===== src/rtl/frog_game_pkg.sv =====
// ----------------------------------------------------------------------------
// frog_game_pkg
// Shared definitions for the frog crossing game controller:
//   - state_t    : FSM state encoding (also driven onto the STATE output)
//   - LIVES_W    : width of the lives counter
//   - SCORE_W    : width of the crossing counter
//   - SCORE_MAX  : saturation value of the crossing counter
//   - score_inc  : saturating increment of the crossing counter
// ----------------------------------------------------------------------------
package frog_game_pkg;

    typedef enum logic [2:0] {
        ST_IDLE = 3'd0,
        ST_PLAY = 3'd1,
        ST_HIT  = 3'd2,
        ST_WIN  = 3'd3,
        ST_OVER = 3'd4
    } state_t;

    localparam int LIVES_W = 2;
    localparam int SCORE_W = 4;
    localparam logic [SCORE_W-1:0] SCORE_MAX = 4'd15;

    function automatic logic [SCORE_W-1:0] score_inc(input logic [SCORE_W-1:0] s);
        return (s == SCORE_MAX) ? s : s + SCORE_W'(1);
    endfunction

endpackage


===== src/rtl/frog_collision_det.sv =====
// ----------------------------------------------------------------------------
// frog_collision_det
// Purely combinational collision detector. Selects the vehicle row addressed
// by the frog row and tests the bit under the frog column.
//   px_in, py_in      : frog column / row
//   veh1_in..veh6_in  : vehicle occupancy of rows 1..6
//   hit_out           : frog stands on an occupied cell of a road row
// Row 0 (start bank) and the goal row never report a collision.
// ----------------------------------------------------------------------------
module frog_collision_det #(
    parameter int DATAWIDTH_BUS      = 8,
    parameter int DATAWIDTH_SELECTOR = 3,
    parameter int GOAL_ROW           = 7
) (
    input  logic [DATAWIDTH_SELECTOR-1:0] px_in,
    input  logic [DATAWIDTH_SELECTOR-1:0] py_in,
    input  logic [DATAWIDTH_BUS-1:0]      veh1_in,
    input  logic [DATAWIDTH_BUS-1:0]      veh2_in,
    input  logic [DATAWIDTH_BUS-1:0]      veh3_in,
    input  logic [DATAWIDTH_BUS-1:0]      veh4_in,
    input  logic [DATAWIDTH_BUS-1:0]      veh5_in,
    input  logic [DATAWIDTH_BUS-1:0]      veh6_in,
    output logic                          hit_out
);

    localparam logic [DATAWIDTH_SELECTOR-1:0] GOAL_Y = DATAWIDTH_SELECTOR'(GOAL_ROW);

    logic [DATAWIDTH_BUS-1:0] veh_rows [6];
    logic [5:0]               row_hit;
    logic                     px_ok;

    assign veh_rows[0] = veh1_in;
    assign veh_rows[1] = veh2_in;
    assign veh_rows[2] = veh3_in;
    assign veh_rows[3] = veh4_in;
    assign veh_rows[4] = veh5_in;
    assign veh_rows[5] = veh6_in;

    // A column beyond the bus width addresses no vehicle cell.
    assign px_ok = (32'(px_in) < 32'(DATAWIDTH_BUS));

    genvar gi;
    generate
        for (gi = 0; gi < 6; gi++) begin : g_row
            assign row_hit[gi] = (py_in == DATAWIDTH_SELECTOR'(gi + 1))
                               && (py_in != GOAL_Y)
                               && px_ok
                               && veh_rows[gi][px_in];
        end
    endgenerate

    assign hit_out = |row_hit;

endmodule


===== src/rtl/frog_game_ctrl.sv =====
// ----------------------------------------------------------------------------
// frog_game_ctrl
// Game controller for a frog road-crossing game.
//   FROG_GAME_CTRL_CLOCK      : system clock
//   FROG_GAME_CTRL_RESET      : asynchronous active-high reset
//   FROG_GAME_CTRL_START      : start button level (edge detected internally)
//   FROG_GAME_CTRL_PX_IN/PY_IN: frog column / row
//   FROG_GAME_CTRL_VEHn_IN    : vehicle occupancy of road rows 1..6
//   FROG_GAME_CTRL_INI_OUT    : one-cycle pulse, frog back to start position
//   FROG_GAME_CTRL_FREEZE_OUT : halts vehicles (high everywhere but PLAY)
//   FROG_GAME_CTRL_BLINK_OUT  : display blank strobe while in HIT
//   FROG_GAME_CTRL_LIVES_OUT  : remaining lives
//   FROG_GAME_CTRL_SCORE_OUT  : completed crossings (saturating)
//   FROG_GAME_CTRL_STATE_OUT  : current FSM state code
// ----------------------------------------------------------------------------
module frog_game_ctrl
    import frog_game_pkg::*;
#(
    parameter int DATAWIDTH_BUS      = 8,
    parameter int DATAWIDTH_SELECTOR = 3,
    parameter int LIVES_INI          = 3,
    parameter int HOLD_CYCLES        = 25000000,
    parameter int BLINK_DIV          = 6250000,
    parameter int GOAL_ROW           = 7
) (
    input  logic                          FROG_GAME_CTRL_CLOCK,
    input  logic                          FROG_GAME_CTRL_RESET,
    input  logic                          FROG_GAME_CTRL_START,
    input  logic [DATAWIDTH_SELECTOR-1:0] FROG_GAME_CTRL_PX_IN,
    input  logic [DATAWIDTH_SELECTOR-1:0] FROG_GAME_CTRL_PY_IN,
    input  logic [DATAWIDTH_BUS-1:0]      FROG_GAME_CTRL_VEH1_IN,
    input  logic [DATAWIDTH_BUS-1:0]      FROG_GAME_CTRL_VEH2_IN,
    input  logic [DATAWIDTH_BUS-1:0]      FROG_GAME_CTRL_VEH3_IN,
    input  logic [DATAWIDTH_BUS-1:0]      FROG_GAME_CTRL_VEH4_IN,
    input  logic [DATAWIDTH_BUS-1:0]      FROG_GAME_CTRL_VEH5_IN,
    input  logic [DATAWIDTH_BUS-1:0]      FROG_GAME_CTRL_VEH6_IN,
    output logic                          FROG_GAME_CTRL_INI_OUT,
    output logic                          FROG_GAME_CTRL_FREEZE_OUT,
    output logic                          FROG_GAME_CTRL_BLINK_OUT,
    output logic [LIVES_W-1:0]            FROG_GAME_CTRL_LIVES_OUT,
    output logic [SCORE_W-1:0]            FROG_GAME_CTRL_SCORE_OUT,
    output logic [2:0]                    FROG_GAME_CTRL_STATE_OUT
);

    localparam logic [31:0] HOLD_LOAD  = 32'(HOLD_CYCLES - 1);
    localparam logic [31:0] BLINK_LOAD = 32'(BLINK_DIV - 1);
    localparam logic [DATAWIDTH_SELECTOR-1:0] GOAL_Y = DATAWIDTH_SELECTOR'(GOAL_ROW);

    state_t               state_q,     state_d;
    logic [LIVES_W-1:0]   lives_q,     lives_d;
    logic [SCORE_W-1:0]   score_q,     score_d;
    logic [31:0]          timer_q,     timer_d;
    logic [31:0]          blink_cnt_q, blink_cnt_d;
    logic                 blink_q,     blink_d;
    logic                 ini_q,       ini_d;
    logic                 start_prev_q;

    logic start_edge;
    logic hit;
    logic goal;

    frog_collision_det #(
        .DATAWIDTH_BUS      (DATAWIDTH_BUS),
        .DATAWIDTH_SELECTOR (DATAWIDTH_SELECTOR),
        .GOAL_ROW           (GOAL_ROW)
    ) u_collision (
        .px_in   (FROG_GAME_CTRL_PX_IN),
        .py_in   (FROG_GAME_CTRL_PY_IN),
        .veh1_in (FROG_GAME_CTRL_VEH1_IN),
        .veh2_in (FROG_GAME_CTRL_VEH2_IN),
        .veh3_in (FROG_GAME_CTRL_VEH3_IN),
        .veh4_in (FROG_GAME_CTRL_VEH4_IN),
        .veh5_in (FROG_GAME_CTRL_VEH5_IN),
        .veh6_in (FROG_GAME_CTRL_VEH6_IN),
        .hit_out (hit)
    );

    assign start_edge = FROG_GAME_CTRL_START & ~start_prev_q;
    assign goal       = (FROG_GAME_CTRL_PY_IN == GOAL_Y);

    always_ff @(posedge FROG_GAME_CTRL_CLOCK or posedge FROG_GAME_CTRL_RESET) begin
        if (FROG_GAME_CTRL_RESET) begin
            state_q      <= ST_IDLE;
            lives_q      <= '0;
            score_q      <= '0;
            timer_q      <= '0;
            blink_cnt_q  <= '0;
            blink_q      <= 1'b0;
            ini_q        <= 1'b0;
            start_prev_q <= 1'b0;
        end else begin
            state_q      <= state_d;
            lives_q      <= lives_d;
            score_q      <= score_d;
            timer_q      <= timer_d;
            blink_cnt_q  <= blink_cnt_d;
            blink_q      <= blink_d;
            ini_q        <= ini_d;
            start_prev_q <= FROG_GAME_CTRL_START;
        end
    end

    // INI and BLINK are computed for the next state and registered, so they
    // line up with the first cycle of the state they belong to and are
    // glitch-free.
    always_comb begin
        state_d     = state_q;
        lives_d     = lives_q;
        score_d     = score_q;
        timer_d     = timer_q;
        blink_cnt_d = blink_cnt_q;
        blink_d     = 1'b0;
        ini_d       = 1'b0;

        case (state_q)
            ST_IDLE, ST_OVER: begin
                if (start_edge) begin
                    state_d = ST_PLAY;
                    lives_d = LIVES_W'(LIVES_INI);
                    score_d = '0;
                    ini_d   = 1'b1;
                end
            end

            ST_PLAY: begin
                // Collision wins over reaching the goal in the same cycle.
                if (hit) begin
                    state_d     = ST_HIT;
                    timer_d     = HOLD_LOAD;
                    blink_d     = 1'b1;
                    blink_cnt_d = BLINK_LOAD;
                end else if (goal) begin
                    state_d = ST_WIN;
                    timer_d = HOLD_LOAD;
                    score_d = score_inc(score_q);
                end
            end

            ST_HIT: begin
                if (timer_q == '0) begin
                    if (lives_q != '0) begin
                        lives_d = lives_q - LIVES_W'(1);
                    end
                    if (lives_q <= LIVES_W'(1)) begin
                        state_d = ST_OVER;
                    end else begin
                        state_d = ST_PLAY;
                        ini_d   = 1'b1;
                    end
                end else begin
                    timer_d = timer_q - 32'd1;
                    if (blink_cnt_q == '0) begin
                        blink_d     = ~blink_q;
                        blink_cnt_d = BLINK_LOAD;
                    end else begin
                        blink_d     = blink_q;
                        blink_cnt_d = blink_cnt_q - 32'd1;
                    end
                end
            end

            ST_WIN: begin
                if (timer_q == '0) begin
                    state_d = ST_PLAY;
                    ini_d   = 1'b1;
                end else begin
                    timer_d = timer_q - 32'd1;
                end
            end

            default: begin
                state_d = ST_IDLE;
            end
        endcase
    end

    assign FROG_GAME_CTRL_INI_OUT    = ini_q;
    assign FROG_GAME_CTRL_FREEZE_OUT = (state_q != ST_PLAY);
    assign FROG_GAME_CTRL_BLINK_OUT  = blink_q;
    assign FROG_GAME_CTRL_LIVES_OUT  = lives_q;
    assign FROG_GAME_CTRL_SCORE_OUT  = score_q;
    assign FROG_GAME_CTRL_STATE_OUT  = state_q;

endmodule


===== config.mk =====
export PLATFORM = sky130hd
export DESIGN_NAME = frog_game_ctrl
export DESIGN_NICKNAME = d
export VERILOG_FILES = /design/src/rtl/frog_game_pkg.sv /design/src/rtl/frog_collision_det.sv /design/src/rtl/frog_game_ctrl.sv
export SDC_FILE = /design/constraint.sdc
export NUM_CORES = 1
export LEC_CHECK = 0
export CAP_MARGIN = 20
export CORE_MARGIN = 2
export CORE_UTILIZATION = 50
export CTS_CLUSTER_SIZE = 10
export DETAILED_ROUTE_END_ITERATION = 10
export PLACE_DENSITY = 0.86
export SLEW_MARGIN = 5
export SYNTH_ARGS = -nofsm -noshare
export SYNTH_HDL_FRONTEND = slang
export SYNTH_HIERARCHICAL = 1
export SYNTH_SLANG_ARGS = --single-unit

===== constraint.sdc =====
create_clock -name FROG_GAME_CTRL_CLOCK -period 2.6 [get_ports FROG_GAME_CTRL_CLOCK]
set_input_delay 0.52 -clock FROG_GAME_CTRL_CLOCK [delete_from_list [all_inputs] [get_ports FROG_GAME_CTRL_CLOCK]]
set_output_delay 0.52 -clock FROG_GAME_CTRL_CLOCK [all_outputs]
set_load 0.01 [all_outputs]

After elaboration in Yosys (flattened, before gate mapping)
Cells that the tools add are included.

Flip-flop bits (word level): 76. Output and inout port bits: 12.

$add $sub $neg: 4. $lt $le $gt $ge: 2. Equal/unequal tests: 26. Muxes and demuxes: 45. Bitwise gates (word level): 3. Reduce and logical (&&, ||, !) cells: 28.

Operators with widths (count): $mux W32 (6); $pmux W32 S2 (2); $logic_not A32 Y1 (2); $sub A32 B1 Y32 const B (2); $ne A2 B2 Y1 const B (10); $bmux W1 S3 (6); $mux W3 (6); $mux W4 (4); $eq A3 B3 Y1 const B (5); $mux W1 (13); $eq A3 B2 Y1 const B (4); $logic_and A1 B1 Y1 (12); $pmux W3 S4 (1); $reduce_bool A2 Y1 (5); $ne A3 B3 Y1 const B (3); $pmux W4 S2 (1); $reduce_and A4 Y1 (2); $eq A3 B1 Y1 const B (2); $mux W2 (3); $reduce_and A3 Y1 (2); $reduce_or A6 Y1 (1); $reduce_and A5 Y1 (1); $add A4 B1 Y4 const B (1); $eq A4 B4 Y1 const B (1); other kinds (11) (13).

Depth between registers and ports, before layout
Word-level depth: 6. Mapped depth: 13. Mapped depth without buffers: 11.

By module
The synthesis kept the hierarchy.

Modules (own cells, without submodules): frog_game_ctrl (instances 1, cells an instance 465, area an instance 4196.5 um^2, sequential area each 1901.8 um^2); frog_collision_det (instances 1, cells an instance 44, area an instance 475.5 um^2, sequential area each 0.0 um^2).

Worst setup path after synthesis
Ideal clock, no wire load.

Path type: in2reg. Start point: in FROG_GAME_CTRL_PX_IN[1]. End point: reg score_q[3] (netlist: FROG_GAME_CTRL_SCORE_OUT[3]). Setup time: 0.078 ns. Arrival time: 2.850 ns. Data required time: 2.522 ns. Path slack: -0.328 ns. Stages: 12. Cell sequence: buf_2 > buf_2 > mux4_1 > mux2_2 > nand4b_1 > nand4_1 > nor3b_1 > a2bb2oi_1 > nor2_1 > o21ai_0 > or3_1 > a21oi_1.

Cells in the longest elaborated chain, start to end: 6. Elaborated cells on any way between the ends: 21. Classes of those cells: eq/ne (1); mux (12); reduce/logical (8).

Ends and longest elaborated chain: from (decl) (line frog_game_ctrl.sv:29) `input logic [DATAWIDTH_SELECTOR-1:0] FROG_GAME_CTRL_PX_IN,`; $bmux W1 S3 (line frog_collision_det.sv:48) `&& veh_rows[gi][px_in];`; $mux W1 (not written as such) (line frog_collision_det.sv:48); $logic_and A1 B1 Y1 (line frog_collision_det.sv:48); $reduce_or A6 Y1 * (line frog_collision_det.sv:52) `assign hit_out = |row_hit;`; via hit (line frog_game_ctrl.sv:59) `logic hit;`; $ne A2 B2 Y1 (no line) *; $reduce_and A5 Y1 (no line) *; to (signal assigned) (line frog_game_ctrl.sv:94) `score_q <= score_d;`; to (decl) (line frog_game_ctrl.sv:51) `logic [SCORE_W-1:0] score_q, score_d;`.

The timed path passes the listed nets; every way through them passes the cells marked *. The select of a mux whose other input is x is not followed. A chain may end at the register's enable or synchronous reset.

Worst setup path after layout
Start point: in FROG_GAME_CTRL_PX_IN[0]. End point: reg timer_q[26].

Cells in the longest elaborated chain, start to end: 6. Elaborated cells on any way between the ends: 23. Classes of those cells: eq/ne (1); mux (14); reduce/logical (8).

Ends and longest elaborated chain: $bmux W1 S3 (line frog_collision_det.sv:48); $mux W1 (not written as such) (line frog_collision_det.sv:48); $logic_and A1 B1 Y1 (line frog_collision_det.sv:48); $reduce_or A6 Y1 * (line frog_collision_det.sv:52); via hit (line frog_game_ctrl.sv:59); $ne A3 B3 Y1 (no line) or $mux W32 (tied branches); $reduce_and A3 Y1 (no line) or $pmux W32 S2 (tied branches); to (signal assigned) (line frog_game_ctrl.sv:95) `timer_q <= timer_d;`; to (decl) (line frog_game_ctrl.sv:52) `logic [31:0] timer_q, timer_d;`.

Marked as above.

==> results_dict.tcl <==
set metrics [dict create \
    period_needed_ns 2.579 \
    portBuffers 68 \
    gp_congestion 0.8973 \
    post-dp-hpwl_um 9008 \
    synthArstFlopShare_pct 100.0 \
    synth_top_area_share_pct 40.71 \
    top_usage_layer "met2" \
    max-slew-margin-rel_pct 48.81 \
    synth_largest_area_cell "dfrtp_1" \
    rows 35 \
    synth_area_sq_um 4672 \
    io_pins 69 \
    placed_area_sq_um 5781 \
    clk_pin_slew_worst_paths_ns 0.08 \
    vias 4587 \
    synth.distinct_cells 62 \
    drive_above_1_share_pct 20.44 \
    critical_path_required_ns 2.88 \
    post-place-ws_ns -0.7998 \
    start_util_pct 51.05 \
    ant_nets 0 \
    grt_use_total_pct 26.27 \
    synth_compound_area_share_pct 13.82 \
    grt_use_met3_pct 5.756 \
    dieArea_sq_um 10130 \
    grt_pass1_vias 4513 \
    critPathBufInv 4 \
    worst_ep_arrival_time_ns 2.86 \
    yosys_warnings 6 \
    clock_skew_ns 0.007493 \
    leakagePower_uw 0.002789 \
    hold_viol_final 0 \
    fmax_mhz 387.8 \
    synthTopCellsByArea "dfrtp_1 (41%), nor2_1 (4.6%), o21ai_0 (3.7%)" \
    cts_max_path_buffers 2 \
    slew_viol_final 0 \
    critical_path_class "input port to flop" \
    fp.dieW_um 100.7 \
    synth.avg_cell_area_sq_um 9.179 \
    crit_path_end_kind "flop" \
    finalSetupTns_ns 0 \
    critPathMaxStageDelay_ns 0.38 \
    cpMaxStageDelayCell "or3_4" \
    cts_made_buffers 9 \
    cts.sinks 76 \
    cts_tree "yes" \
    wirelength_um 13180 \
    drv_cap 0 \
    r2r_start "timer_q[16]" \
    synth-edff-count 0 \
    post_drt_wl_per_cell_um 17.77 \
    grt_max_degree 38 \
    startpoint "FROG_GAME_CTRL_PX_IN[0]" \
    firstDrtPassIters 5 \
    clk_latency_ns 0.35 \
    drt_iter0_drc 295 \
    core_sq_um 9153 \
    htree_levels 3 \
    crit_family "simple AND/OR/NAND/NOR gates" \
    setup_viol 0 \
    synthSimpleGateAreaFrac_pct 27.48 \
    design_area_sq_um 6337 \
    met2_usage_pct 44.05 \
    vdd_drop_max_v 0.0002944 \
    area_delta_synth_final_pct 35.65 \
    status "finished clean" \
    hold-worst-slack_ns 0.4911 \
    crit_path_max_fanout 6 \
    synthFlopType "dfrtp_1" \
    synthAdderAreaFrac_pct 1.607 \
    worstMarginPinSlew_ns 0.7650 \
    fill_cells 622 \
    yosys-mux-area-fraction_pct 7.633 \
    period_share_pct 99.18 \
    ys_ff_latch 76 \
    critPathLaunchType "input port" \
    layout_setup_ws_ns 0.02125 \
    power_density_nw_per_um2 655.8 \
    fp.dieH_um 100.7 \
    netlist_instances 509 \
    overflow 0 \
    hp-class "input port to asynchronous set/reset pin" \
    seq_area_frac_synth_pct 40.71 \
    synth_xor_area_share_pct 5.437 \
    via_per_inst 6.182 \
    drc_errors 0 \
    grt.met1_usage_pct 31.55 \
    n_antenna_cell 0 \
    final_nets 690 \
    synth_top_family_by_area "simple AND/OR/NAND/NOR gates" \
    synth_nets 572 \
    root_buffer "clkbuf_8" \
    grt_pass1_wl_um 21180 \
    antenna_found_initial 0 \
    cp_cell_sequence "buf_8, buf_8, mux4_2, mux2i_1, nor4b_2, nor2_1, nand4_1, buf_6, nor2_4, nor2_4, o211ai_1, buf_4, or3_4, a21oi_2" \
]
## layer usage
| layer | routed length [um] | vias to the layer above | part of all wire (%) |
|---|---|---|---|
| li1 | - | 2113 | - |
| met1 | 5221 | 2195 | 40 |
| met2 | 6489 | 226 | 49 |
| met3 | 961 | 53 | 7.3 |
| met4 | 510 | 0 | 3.9 |
| met5 | 0 | - | 0 |
## registers in the layout, indices dropped and copies added, names as in the netlist
signal and cells:
start_prev_q 1, FROG_GAME_CTRL_SCORE_OUT 4, timer_q 32, FROG_GAME_CTRL_STATE_OUT 3
blink_cnt_q 32, FROG_GAME_CTRL_BLINK_OUT 1, FROG_GAME_CTRL_INI_OUT 1, FROG_GAME_CTRL_LIVES_OUT 2
## area by class of cell
cell class | count | area [sq um] | area share [%]
flip-flops and latches | 76 | 1902 | 30.01
repair buffers | 127 | 1247 | 19.68
clock buffers | 11 | 141.4 | 2.231
well taps | 111 | 138.9 | 2.192
inverters | 13 | 48.80 | 0.7700
clock inverters | 4 | 97.59 | 1.540
multi-input cells | 400 | 2761 | 43.57
## worst paths after layout
path / cells past startpoint / slack [ns] / to
min: 2 / 0.49 / timer_q[28]
min reg2reg: 1 / 0.49 / timer_q[15]
max in group asynchronous: 3 / 1.48 / blink_cnt_q[15]
min in group FROG_GAME_CTRL_CLOCK: 1 / 0.49 / timer_q[15]
max: 14 / 0.02 / timer_q[26]
max reg2reg: 8 / 0.12 / blink_cnt_q[20]
## power breakdown
group	leakage, uW	switching (uW)	internal [uW]	total [uW]
logic	0.00179	782	663	1450
clock network	0.000116	442	659	1100
registers	0.000882	245	1360	1610
total	0.00279	1470	2690	4160
## cells in the final DEF (no fill, tap or decap), types with 5 or more instances in the layout
master,Yosys,routed
dfrtp_1,76,76
nor2_1,57,53
buf_4,1,50
nand2_1,46,43
dlymetal6s2s_1,0,36
o21ai_0,35,31
clkdlybuf4s50_1,0,28
nand3_1,24,23
nor3_1,19,19
xor2_1,19,18
nor4_1,19,17
a21oi_1,20,17
inv_1,13,12
nand4_1,11,11
a31oi_1,12,11
mux2i_1,12,11
xnor2_1,10,10
clkbuf_8,0,10
nand2b_1,9,9
or3_1,10,9
mux4_2,2,8
o21ai_1,3,6
ha_1,6,6
buf_6,2,6
o31ai_1,5,5
nand4b_1,5,5
## cells by family (layout without fill, tap and decap cells)
kind of cell | Yosys count | after routing
AND/OR/NAND/NOR | 238 | 238
XOR/XNOR | 29 | 29
AO/OA/AOI/OAI | 104 | 104
flip-flops | 76 | 76
buffers and inverters | 33 | 155
multiplexers | 23 | 23
adder cells (fa/ha/maj) | 6 | 6
## what timing repair did
item | CTS | global route
buffers inserted | 1 | 7
resized for setup | 26 | 72
endpoints found under the setup margin | 67 | 53
hold buffers | 0 | 0
cloned | 2 | 0
pin swaps | 9 | 27
## Yosys cell counts (7+ instances only)
library cell	n
dfrtp_1	76
nor2_1	57
nand2_1	46
o21ai_0	35
nand3_1	24
a21oi_1	20
nor3_1	19
nor4_1	19
xor2_1	19
inv_1	13
a31oi_1	12
mux2i_1	12
nand4_1	11
or3_1	10
xnor2_1	10
buf_2	9
nand2b_1	9
clkbuf_1	7
## stage by stage
step | total power (uW) | utilization [%] | instances
after detailed placement | 2928 | 63.16 | 719
after floorplan | 2350 | - | 509
final | 4156 | 69.24 | 742
after global routing | 4379 | 69.24 | 742
after global placement | 2876 | 63.16 | 719
after CTS | 4070 | 66.68 | 736
No activity file was read; power rests on OpenSTA's default activity.
